<file path="config.mk">
export PLATFORM = sky130hd
export DESIGN_NAME = ps2_kbd_decoder
export DESIGN_NICKNAME = d
export VERILOG_FILES = /design/src/rtl/ps2_pkg.sv /design/src/rtl/ps2_scan2ascii.sv /design/src/rtl/ps2_kbd_decoder.sv
export SDC_FILE = /design/constraint.sdc
export NUM_CORES = 1
export LEC_CHECK = 0
export BUFFER_PORTS_ARGS = -buffer_cell sky130_fd_sc_hd__buf_2
export CAP_MARGIN = 20
export CORE_MARGIN = 3
export CORE_UTILIZATION = 53
export CTS_CLUSTER_SIZE = 20
export DETAILED_ROUTE_END_ITERATION = 8
export GPL_TIMING_DRIVEN = 0
export PLACE_DENSITY = 0.8
export SLEW_MARGIN = 40
export SYNTH_ARGS = -nofsm -noshare
export SYNTH_HDL_FRONTEND = slang
export SYNTH_SLANG_ARGS = --single-unit
</file>
<file path="constraint.sdc">
create_clock -name clk -period 2.99 [get_ports clk]
set_clock_uncertainty 0.2 [all_clocks]
set_input_delay 0.598 -clock clk [delete_from_list [all_inputs] [get_ports clk]]
set_output_delay 0.598 -clock clk [all_outputs]
set_load 0.02 [all_outputs]
</file>
<file path="src/rtl/ps2_pkg.sv">
// Shared types and constants for the PS/2 keyboard front end.
package ps2_pkg;

    typedef enum logic [1:0] {
        IDLE    = 2'd0,
        BRK     = 2'd1,
        EXT     = 2'd2,
        EXT_BRK = 2'd3
    } dec_state_e;

    localparam logic [7:0] PS2_BREAK  = 8'hF0;
    localparam logic [7:0] PS2_EXT    = 8'hE0;
    localparam logic [7:0] PS2_LSHIFT = 8'h12;
    localparam logic [7:0] PS2_RSHIFT = 8'h59;

    localparam logic [1:0] KEY_UP   = 2'b00;
    localparam logic [1:0] KEY_NEW  = 2'b01;
    localparam logic [1:0] KEY_HELD = 2'b10;

    function automatic logic is_shift(input logic [7:0] code);
        return (code == PS2_LSHIFT) || (code == PS2_RSHIFT);
    endfunction

endpackage

</file>
<file path="src/rtl/ps2_scan2ascii.sv">
// Scan code set 2 to ASCII lookup; letters honour shift, digits do not.
module ps2_scan2ascii (
    input  logic [7:0] scan,
    input  logic       shift,
    output logic [7:0] ascii
);

    logic [7:0] base;
    logic       letter;

    always_comb begin
        base   = 8'h00;
        letter = 1'b1;
        case (scan)
            8'h1C: base = 8'h61;
            8'h32: base = 8'h62;
            8'h21: base = 8'h63;
            8'h23: base = 8'h64;
            8'h24: base = 8'h65;
            8'h2B: base = 8'h66;
            8'h34: base = 8'h67;
            8'h33: base = 8'h68;
            8'h43: base = 8'h69;
            8'h3B: base = 8'h6A;
            8'h42: base = 8'h6B;
            8'h4B: base = 8'h6C;
            8'h3A: base = 8'h6D;
            8'h31: base = 8'h6E;
            8'h44: base = 8'h6F;
            8'h4D: base = 8'h70;
            8'h15: base = 8'h71;
            8'h2D: base = 8'h72;
            8'h1B: base = 8'h73;
            8'h2C: base = 8'h74;
            8'h3C: base = 8'h75;
            8'h2A: base = 8'h76;
            8'h1D: base = 8'h77;
            8'h22: base = 8'h78;
            8'h35: base = 8'h79;
            8'h1A: base = 8'h7A;
            default: begin
                letter = 1'b0;
                case (scan)
                    8'h45: base = 8'h30;
                    8'h16: base = 8'h31;
                    8'h1E: base = 8'h32;
                    8'h26: base = 8'h33;
                    8'h25: base = 8'h34;
                    8'h2E: base = 8'h35;
                    8'h36: base = 8'h36;
                    8'h3D: base = 8'h37;
                    8'h3E: base = 8'h38;
                    8'h46: base = 8'h39;
                    8'h29: base = 8'h20;
                    8'h5A: base = 8'h0D;
                    default: base = 8'h00;
                endcase
            end
        endcase
        ascii = (letter && shift) ? (base - 8'h20) : base;
    end

endmodule

</file>
<file path="src/rtl/ps2_kbd_decoder.sv">
// PS/2 receiver with frame validation, timeout and make/break decoder.
module ps2_kbd_decoder
    import ps2_pkg::*;
#(
    parameter int TIMEOUT = 50000
) (
    input  logic       clk,
    input  logic       clrn,
    input  logic       ps2_clk,
    input  logic       ps2_data,
    output logic [7:0] ascii,
    output logic [7:0] scan_code,
    output logic [1:0] state,
    output logic       frame_err
);

    localparam int TW = $clog2(TIMEOUT + 1);

    logic             clk_s1, clk_s2, clk_prev;
    logic             data_s1, data_s2;
    logic             fall_q, data_q;
    logic [9:0]       sr;
    logic [10:0]      frame;
    logic             frame_ok;
    logic [3:0]       bit_cnt;
    logic [TW-1:0]    to_cnt;
    logic             byte_valid;
    logic [7:0]       rx_byte;

    assign frame    = {data_q, sr};
    assign frame_ok = ~frame[0] & frame[10] & (^frame[9:1]);

    always_ff @(posedge clk or negedge clrn) begin
        if (!clrn) begin
            clk_s1     <= 1'b1;
            clk_s2     <= 1'b1;
            clk_prev   <= 1'b1;
            data_s1    <= 1'b1;
            data_s2    <= 1'b1;
            fall_q     <= 1'b0;
            data_q     <= 1'b1;
            sr         <= '0;
            bit_cnt    <= '0;
            to_cnt     <= '0;
            byte_valid <= 1'b0;
            rx_byte    <= '0;
            frame_err  <= 1'b0;
        end else begin
            clk_s1     <= ps2_clk;
            clk_s2     <= clk_s1;
            clk_prev   <= clk_s2;
            data_s1    <= ps2_data;
            data_s2    <= data_s1;
            fall_q     <= clk_prev & ~clk_s2;
            data_q     <= data_s2;
            byte_valid <= 1'b0;
            if (fall_q) begin
                sr     <= frame[10:1];
                to_cnt <= '0;
                if (bit_cnt == 4'd10) begin
                    bit_cnt <= '0;
                    if (frame_ok) begin
                        byte_valid <= 1'b1;
                        rx_byte    <= frame[8:1];
                    end else begin
                        frame_err <= 1'b1;
                    end
                end else begin
                    bit_cnt <= bit_cnt + 4'd1;
                end
            end else if (bit_cnt != 4'd0) begin
                // A stalled device leaves a partial frame; drop it.
                if (to_cnt == TW'(TIMEOUT)) begin
                    bit_cnt   <= '0;
                    to_cnt    <= '0;
                    frame_err <= 1'b1;
                end else begin
                    to_cnt <= to_cnt + TW'(1);
                end
            end
        end
    end

    dec_state_e fsm_q, fsm_d;
    logic       shift_q, shift_d;
    logic [7:0] ascii_d, scan_d;
    logic [1:0] key_d;
    logic [7:0] map_ascii;

    ps2_scan2ascii u_map (
        .scan  (rx_byte),
        .shift (shift_q),
        .ascii (map_ascii)
    );

    always_ff @(posedge clk or negedge clrn) begin
        if (!clrn) begin
            fsm_q     <= IDLE;
            shift_q   <= 1'b0;
            ascii     <= '0;
            scan_code <= '0;
            state     <= KEY_UP;
        end else begin
            fsm_q     <= fsm_d;
            shift_q   <= shift_d;
            ascii     <= ascii_d;
            scan_code <= scan_d;
            state     <= key_d;
        end
    end

    always_comb begin
        fsm_d   = fsm_q;
        shift_d = shift_q;
        ascii_d = ascii;
        scan_d  = scan_code;
        key_d   = state;
        if (byte_valid) begin
            unique case (fsm_q)
                IDLE: begin
                    if (rx_byte == PS2_BREAK) begin
                        fsm_d = BRK;
                    end else if (rx_byte == PS2_EXT) begin
                        fsm_d = EXT;
                    end else if (is_shift(rx_byte)) begin
                        shift_d = 1'b1;
                    end else if (rx_byte == scan_code && state != KEY_UP) begin
                        key_d = KEY_HELD;
                    end else begin
                        scan_d  = rx_byte;
                        ascii_d = map_ascii;
                        key_d   = KEY_NEW;
                    end
                end
                BRK: begin
                    fsm_d = IDLE;
                    if (is_shift(rx_byte)) begin
                        shift_d = 1'b0;
                    end else if (rx_byte == scan_code) begin
                        key_d = KEY_UP;
                    end
                end
                EXT: begin
                    fsm_d = (rx_byte == PS2_BREAK) ? EXT_BRK : IDLE;
                end
                EXT_BRK: begin
                    fsm_d = IDLE;
                end
                default: fsm_d = IDLE;
            endcase
        end
    end

endmodule

</file>
======== After elaboration in Yosys (flattened, before gate mapping) ========
Index checks and enable logic that the tools add are counted.
storage, ports and cells
  bits in registers ....................... 68
  input port bits ......................... 4
  output and inout bits ................... 19
  logic and storage cells ................. 142
operators by class
  add/sub/neg operators ................... 3
  eq/ne operators ......................... 58
  muxes and demuxes ....................... 35
  bitwise gates (word level) .............. 9
  reduce and logical (&&, ||, !) cells .... 19
operator list
  cell                                                                    number
  8-bit case mux with 26 select lines                                     1
  8-bit by 6-bit equality test with 1-bit output (second input constant)  23
  8-bit by 7-bit equality test with 1-bit output (second input constant)  9
  6-bit case mux with 12 select lines                                     1
  8-bit by 5-bit equality test with 1-bit output (second input constant)  8
  16-bit two-way mux                                                      3
  26-bit OR reduction                                                     1
  2-bit two-way mux                                                       9
  16-bit by 1-bit adder with 16-bit output (second input constant)        1
  16-bit equality test (second input constant)                            1
  8-bit equality test (second input constant)                             2
  4-bit two-way mux                                                       4
  2-bit inequality test (second input constant)                           8
  1-bit two-way mux                                                       13
  6-bit AND reduction                                                     2
  9-bit parity                                                            1
  8-bit equality test                                                     1
  8-bit two-way mux                                                       1
  2-bit nonzero test                                                      4
  8-bit by 6-bit subtractor with 8-bit output (second input constant)     1
  7-bit AND reduction                                                     1
  1-bit inverter                                                          6
  2-bit case mux with 3 select lines                                      1
  4-bit by 1-bit adder with 4-bit output (second input constant)          1
  other kinds (16)                                                        21

======== Depth between registers and ports, before layout ========
Gate-level depths: netlist (run 1).
  word-level depth ........................ 7
  mapped depth ............................ 9
  gate-level depth less buffers ........... 8

======== Cells and area by module ========
From an unflattened synthesis (run 1), not the netlist that was laid out.
unflattened totals
  cell total of the unflattened synthesis .. 408
  area, all modules ....................... 4140.2 um^2
by module, submodules not included
  module           instances  cells an instance  area an instance (um^2)  seq. area each (um^2)
  ps2_kbd_decoder  1          274                3238.1                   1709.1
  ps2_scan2ascii   1          134                902.1                    0.0

======== Worst setup path before layout (run 1) ========
No wires, ideal clock.
  path type ............................... flip-flop to flip-flop
  start point ............................. reg rx_byte[6]
  end point ............................... reg scan_code[2]
  library setup time ...................... 0.125 ns
  arrival ................................. 2.012 ns
  data required time ...................... 2.665 ns
  setup slack ............................. 0.653 ns
  cell stages (with the launch flop) ...... 7
  buffers on the path ..................... 1
  period minus slack after synthesis ...... 2.337 ns
  cells stage by stage .................... dfrtp_1 > or4b_4 > a2111oi_4 > nor4_2 > o21a_2 > buf_6 > mux2_4
on the way
  longest elaborated chain between the ends .. 4
  elaborated cells between the ends (all ways) .. 12
  those cells by class .................... 5 x eq/ne; 4 x bitwise; 3 x reduce/logical
ends and longest elaborated chain
  element                                                       RTL line                               source
  start: declaration                                            ps2_kbd_decoder.sv:28                  logic [7:0] rx_byte;
  start signal: assignment                                      ps2_kbd_decoder.sv:64                  rx_byte <= frame[8:1];
  8-bit equality test (tied with other cells)                   ps2_kbd_decoder.sv:127                 end else if (rx_byte == scan_code && state != KEY_UP) begin
  1-bit logical AND / 1-bit logical OR (equally long branches)  ps2_kbd_decoder.sv:127, ps2_pkg.sv:21
  1-bit inverter (no source line)                               -
  6-bit AND reduction (no source line) *                        -
  end signal: assignment                                        ps2_kbd_decoder.sv:107                 scan_code <= scan_d;
  end: declaration                                              ps2_kbd_decoder.sv:12                  output logic [7:0] scan_code,
Mark *: on every way between the ends. The rest lies on a longest branch, timed or not.
A chain may end at the register's enable or synchronous reset.

======== Worst setup path after layout (run 1) ========
  start point ............................. reg rx_byte[1]
  end point ............................... reg ascii[5]
on the way
  longest elaborated chain between the ends .. 5
  elaborated cells between the ends (all ways) .. 57
  those cells by class .................... 1 x add/sub; 43 x eq/ne; 4 x mux; 4 x bitwise; 5 x reduce/logical
ends and longest elaborated chain
  element                                                                                  RTL line                source
  8-bit by 7-bit equality test with 1-bit output (tied with other cells)                   ps2_scan2ascii.sv:43    case (scan)
  6-bit case mux with 12 select lines / 26-bit OR reduction (equally long branches)        -
  8-bit case mux with 26 select lines / 1-bit two-way mux (equally long branches)          ps2_scan2ascii.sv:14    case (scan)
  8-bit by 6-bit subtractor with 8-bit output / 1-bit logical AND (equally long branches)  ps2_scan2ascii.sv:60    ascii = (letter && shift) ? (base - 8'h20) : base;
  8-bit two-way mux                                                                        ps2_scan2ascii.sv:60
  end signal: assignment                                                                   ps2_kbd_decoder.sv:106  ascii <= ascii_d;
  end: declaration                                                                         ps2_kbd_decoder.sv:11   output logic [7:0] ascii,
Parallel ways exist; a longest one is shown, timed or not.

==> impl_metrics.yaml, run 1 <==
run_status:
  status: "finished clean"
pwr:
  ir_drop_mv: 0.514
  finalPower_uw: 2760
  power_leakage_uw: 0.00199
  power_density_nw_per_um2: 619
logic_synthesis:
  avgSynthCellArea_um2: 10.0
  ys.flop_type: "dfrtp_1"
  syn-instance-count: 397
  synth_fp_nets: 406
  synth-seq-cells: 68
  synth_cell_types: 67
  synth_edf_count: 0
  ys_seq_area_share_pct: 43.1
  ys_warn_count: 0
  async_reset_ff_share_pct: 100
  netlist_area_um2: 3970
timing:
  tns_ns: 0
  setup-violations-final: 0
  maxSlewViolCount: 0
  worst_slew_pin_slew_ns: 0.641
  fin_crit_ns: 2.77
  slew_headroom_pct: 56.2
  hold_viol_final: 0
  timing.hold.ws_ns: 0.0109
  rsz0062_at_grt: "no"
  fin_crit_sh_pct: 92.8
  fmax_mhz: 360
clock_network:
  cts-resized-gates: 0
  holdBufCountCts: 0
  cts-root-buf: "clkbuf_8"
  cts_buffers: 9
  cts.clk_slew.worst_paths_ns: 0.08
  htreeDepth: 3
  cts_tree: "done"
  post_cts_buffers: 0
  clock_path_buffers: 2
  numClockSinks: 68
  clk_latency_ns: 0.36
worst_setup_path:
  cp_data_required_time_ns: 3.02
  critPathMaxFanout: 10
  r2r-end: "ascii[5]"
  r2r_cells: 8
  r2r_setup_slack_ns: 0.22
  cp.arrival_ns: 2.81
  critPathKind: "register to register"
  cp-start-kind: "register"
  r2r-start: "rx_byte[1]"
  cp-end-kind: "register"
global_route:
  grt_use_total_pct: 22.0
  grt_max_degree: 43
  overflow: 0
  grt_pass1_vias: 2984
  grt_pass1_wl_um: 14900
  grt_use_met1_pct: 31.0
  grt_busiest_layer: "met2"
  grtUsageMet2_pct: 34.4
  met3_usage_pct: 3.74
  antenna_found_initial: 0
finish:
  design_area_um2: 4460
  final-seq-area_um2: 1710
  final_nets: 440
  final_common_cell: "dfrtp_1"
  drive_above_1_share_pct: 23.6
  multi_input_area_um2: 2080
  fillCellCount: 586
  antenna_cells: 0
  fin_util_pct: 63.6
  final_cell_mix: "dfrtp_1 (62), buf_2 (33), nand2_1 (28), nor2_1 (25), o21ai_0 (23)"
  areaGrowthSynthToFinish_pct: 12.5
place:
  gp_congestion: 0.961
  dpl.hpwl_um: 6310
  placement.io_buffers: 22
  place_area_um2: 4240
floorplan:
  start_util_pct: 56.5
  ios: 23
  core_um2: 7020
  die_h_um: 92.5
  rows: 30
  dieArea_um2: 8560
  die_w_um: 92.5
detailed_routing:
  vias: 3212
  drt_iter0_drc: 386
  first_pass_iters: 6
  wl_um: 9040
  via_per_inst: 6.04
  drc: 0
  ant_nets: 0
  wire_per_inst_um: 17.0
run:
  drv_cap: 0
worst_hold_path:
  holdCritPathClass: "input pin to asynchronous set/reset pin"
## registers in the layout, indices dropped and copies added, names as in the netlist
register    flops
to_cnt         16
sr             10
ascii           8
rx_byte         8
scan_code       8
bit_cnt         4
fsm_q           2
state           2
byte_valid      1
clk_prev        1
clk_s1          1
clk_s2          1
data_q          1
data_s1         1
data_s2         1
fall_q          1
frame_err       1
shift_q         1
## Yosys cell counts (2+ instances only)
library cell   n  area share, %
nand4_1        6           0.95
nor4_2         2           0.63
o21ai_0       23            2.9
xor2_1        15            3.3
nand2b_1      12            1.9
buf_4          3           0.57
a21boi_0       3           0.57
clkbuf_1       6           0.57
nor4bb_1       3           0.76
or4b_2         2           0.50
mux2i_1        4            1.0
or4_1          3           0.57
and2_1         2           0.32
nor3b_1        2           0.38
a211oi_1       2           0.38
nand4b_1       2           0.44
and3b_1        2           0.44
dfstp_2        6            4.0
nor4b_1        4           0.88
o22ai_1        2           0.32
or2_2          3           0.47
nand3_1       21            2.6
buf_6          2           0.57
nor3_1         6           0.76
o31ai_1        4           0.76
inv_1         19            1.8
ha_1           5            1.6
mux2_2        13            3.7
buf_2         12            1.5
mux2_4        13            4.9
xnor2_1       11            2.4
and3_1         3           0.47
o41ai_1        3           0.66
nor2_1        25            2.4
a21oi_1        9            1.1
nor4_1         6           0.95
o21a_1         2           0.38
nand2_1       28            2.6
and4_1         3           0.66
a311oi_1       2           0.44
nor2b_1        9            1.4
dfrtp_1       62             39
o211ai_1       3           0.57
a31oi_1        5           0.79
nand3b_1       2           0.38
## power breakdown
part	internal (uW)	switching [uW]
clock	478	381
sequential	1060	159
combinational	311	371
total	1850	912
## final cells by class
type                       instances  area share, %
multi-input combinational        286           46.5
sequential                        68           38.3
timing repair buffer              23           2.97
buffer                            24           2.94
clock buffer                      10           2.86
tap                               96           2.69
clock inverter                     6           2.13
inverter                          19           1.60
## logic make-up (layout without fill, tap and decap cells)
| logic type | after synthesis | after routing | share of synthesized area [%] |
|---|---|---|---|
| compound gates | 74 | 74 | 13.2 |
| xor+xnor | 26 | 26 | 5.74 |
| fa+ha+maj | 5 | 5 | 1.58 |
| buf+inv | 43 | 82 | 5.11 |
| flops | 68 | 68 | 43.1 |
| mux | 30 | 30 | 9.62 |
| simple gates | 151 | 151 | 21.7 |
## routing by layer
layer | up-vias | share of wire, %
met2 | 118 | 46
met5 | - | 0
li1 | 1498 | -
met3 | 20 | 5.4
met4 | 0 | 2.0
met1 | 1576 | 46
## per-stage QoR
stage,std cells,setup slack (ns)
after global placement,515,0.234
after global routing,532,0.0464
after detailed placement,516,0.265
after CTS,532,0.249
after floorplan,397,0.653
final,532,0.215
## worst max-delay path: stages (launching register included)
cell,delay (ns)
dfrtp_1,0.35
clkbuf_1,0.31
buf_2,0.34
nor2b_1,0.10
o2111ai_1,0.30
o41ai_1,0.18
a2111oi_0,0.55
and4_1,0.29
a211oi_1,0.05
## how the worst max path moves through the flow
stage                         to  startpoint  depth (start not counted)  slack, ns
floorplan           scan_code[2]  rx_byte[6]                          6       0.65
global placement        ascii[5]  rx_byte[1]                          8       0.23
detailed placement      ascii[5]  rx_byte[1]                          8       0.27
CTS                     ascii[5]  rx_byte[1]                          8       0.25
global route            ascii[5]  rx_byte[1]                          8       0.05
finish                  ascii[5]  rx_byte[1]                          8       0.22
(Power assumes the default switching activity.)
==> run 2: changes to the inputs <==
--- a/config.mk
+++ b/config.mk
@@ -6,7 +6,6 @@
 export NUM_CORES = 1
 export LEC_CHECK = 0
 export BUFFER_PORTS_ARGS = -buffer_cell sky130_fd_sc_hd__buf_2
-export CAP_MARGIN = 20
 export CORE_MARGIN = 3
 export CORE_UTILIZATION = 53
 export CTS_CLUSTER_SIZE = 20
==> constraint.sdc (replaced) <==
create_clock -name clk -period 2.8 [get_ports clk]
set_clock_uncertainty 0.2 [all_clocks]
set_input_delay 0.56 -clock clk [delete_from_list [all_inputs] [get_ports clk]]
set_output_delay 0.56 -clock clk [all_outputs]
set_load 0.02 [all_outputs]
==> run 2 against run 1 <==
  * Cell count increased by 0.19%
  * Fmax is 2.8% higher
  * Count of clock-buffer cells in the layout stayed put
  * Register-to-register slack lost 0.11 ns
  * Combinational power is 7.0% higher
  * Final area rose by 0.25%
  * Core utilization up 0.16 points
  * First-iteration DRC count is 18% higher
  * Non-clock buffer count grew 1
  * Wire length is 0.76% higher
  * Largest cell class unchanged
  * Highest routed layer unchanged
==> impl_metrics.yaml, run 2 (synthesis results as in run 1) <==
run_status:
  status: "finished clean"
worst_setup_path:
  critPathMaxFanout: 9
  critPathKind: "register to register"
  r2r-end: "ascii[3]"
  r2r_cells: 7
  cp-end-kind: "register"
  cp-start-kind: "register"
  r2r_setup_slack_ns: 0.10
  cp_data_required_time_ns: 2.84
  cp.arrival_ns: 2.74
  r2r-start: "rx_byte[4]"
global_route:
  grt_max_degree: 43
  grt_pass1_wl_um: 14900
  grt_pass1_vias: 2989
  antenna_found_initial: 0
  grt_use_total_pct: 22.0
  overflow: 0
pwr:
  seq_power_share_pct: 44.1
  pwr-share-clk_pct: 31.2
  intPower_uw: 1980
  finalPower_uw: 2950
  power_leakage_uw: 0.00199
  power_density_nw_per_um2: 660
  pwr-share-comb_pct: 24.7
  switching_share_pct: 33.1
  ir_drop_mv: 0.549
  switchingPower_uw: 978
floorplan:
  ios: 23
  core_um2: 7020
  die_w_um: 92.5
  die_h_um: 92.5
  start_util_pct: 56.5
  rows: 30
  dieArea_um2: 8560
timing:
  hold_viol_final: 0
  finalWorstSetupSlack_ns: 0.101
  fin_crit_ns: 2.70
  setup-violations-final: 0
  slew_headroom_pct: 54.8
  fmax_mhz: 370
  worst_slew_pin_slew_ns: 0.668
  maxSlewViolCount: 0
  rsz0062_at_grt: "yes"
  timing.hold.ws_ns: 0.0854
  fin_crit_sh_pct: 96.4
place:
  place_area_um2: 4240
  pre_cts_ws_ns: 0.0750
  dpl.hpwl_um: 6310
  placement.io_buffers: 22
  gp_congestion: 0.961
finish:
  final_cell_mix: "dfrtp_1 (62), buf_2 (33), nand2_1 (28), nor2_1 (25), o21ai_0 (23)"
  antenna_cells: 0
  final_nets: 441
  multi_input_area_um2: 2080
  fin_util_pct: 63.7
  final-seq-area_um2: 1710
  drive_above_1_share_pct: 23.6
  reg.largest.list: "to_cnt: 16 flops, sr: 10 flops"
  largest_reg_flops: 16
  largest-register: "to_cnt"
  areaGrowthSynthToFinish_pct: 12.7
  fillCellCount: 587
  final_common_cell: "dfrtp_1"
  design_area_um2: 4470
clock_network:
  cts_buffers: 9
  clock_path_buffers: 2
  cts.clk_slew.worst_paths_ns: 0.08
  post_cts_buffers: 0
  htreeDepth: 3
  cts-root-buf: "clkbuf_8"
  clk_latency_ns: 0.36
  numClockSinks: 68
  cts_tree: "done"
run:
  drv_cap: 0
detailed_routing:
  wire_per_inst_um: 17.1
  drt-met1-wl_um: 4130
  wl_um: 9110
  ant_nets: 0
  drc: 0
  wl_met2_um: 4260
  vias: 3205
  drt_iter0_drc: 454
  via_per_inst: 6.01
  top_layer_used: "met4"
  met3RoutedLength_um: 576
  first_pass_iters: 6
worst_hold_path:
  hold_end: "clk_s1"
  min-delay-start: "ps2_clk"
  hold_path_depth: 1
  holdCritPathClass: "input pin to register"
[run 2: changes by cell type in the layout (fill, tap and decap cells not counted), sizes merged]
cell	change
dlygate4sd3	+1
[run 2: worst max path at each step]
stage,slack (ns),depth (start not counted),startpoint,to
2_1_floorplan,0.46,6,rx_byte[6],scan_code[2]
3_3_place_gp,0.04,8,rx_byte[1],ascii[5]
3_5_place_dp,0.08,8,rx_byte[1],ascii[5]
4_1_cts,0.06,8,rx_byte[1],ascii[5]
5_1_grt,-0.07,7,rx_byte[4],ascii[3]
6_report,0.10,7,rx_byte[4],ascii[3]
[run 2: per-stage QoR]
| stage | instances | setup TNS (ns) |
|---|---|---|
| after floorplan | 397 | 0 |
| after global placement | 515 | 0 |
| after detailed placement | 516 | 0 |
| after CTS | 533 | 0 |
| after global routing | 533 | -0.111 |
| final | 533 | 0 |
[run 2: layout make-up]
class | instances | area share, %
buffer | 24 | 2.94
clock buffer | 10 | 2.85
clock inverter | 6 | 2.13
inverter | 19 | 1.59
multi-input combinational | 286 | 46.4
sequential | 68 | 38.2
tap | 96 | 2.68
timing repair buffer | 24 | 3.19
[run 2: power by group through the flow]
stage	logic, uW	registers (uW)	clock network (uW)
after floorplan	530	1300	0
after global placement	685	1300	0
after detailed placement	718	1320	0
after CTS	730	1300	937
after global routing	805	1330	974
final	730	1300	921
[run 2: what timing repair did]
action                                  in CTS  in global routing
hold endpoints to repair                     4                  0
gates resized for setup                      0                  1
endpoints found under the setup margin       0                  1
hold buffers                                 1                  0
[run 2: routing by layer]
metal | up-vias | global-route usage (%)
li1 | 1504 | -
met1 | 1547 | 31.0
met2 | 139 | 34.4
met3 | 15 | 3.74
met4 | 0 | 7.92
met5 | - | 0
[run 2: worst max-delay path, stage by stage (launching register included)]
cell      delay, ns
dfrtp_1        0.36
clkbuf_1       0.20
or3b_1         0.45
mux2_2         0.29
o41ai_1        0.47
nor2_1         0.17
a311oi_1       0.32
o31ai_1        0.11
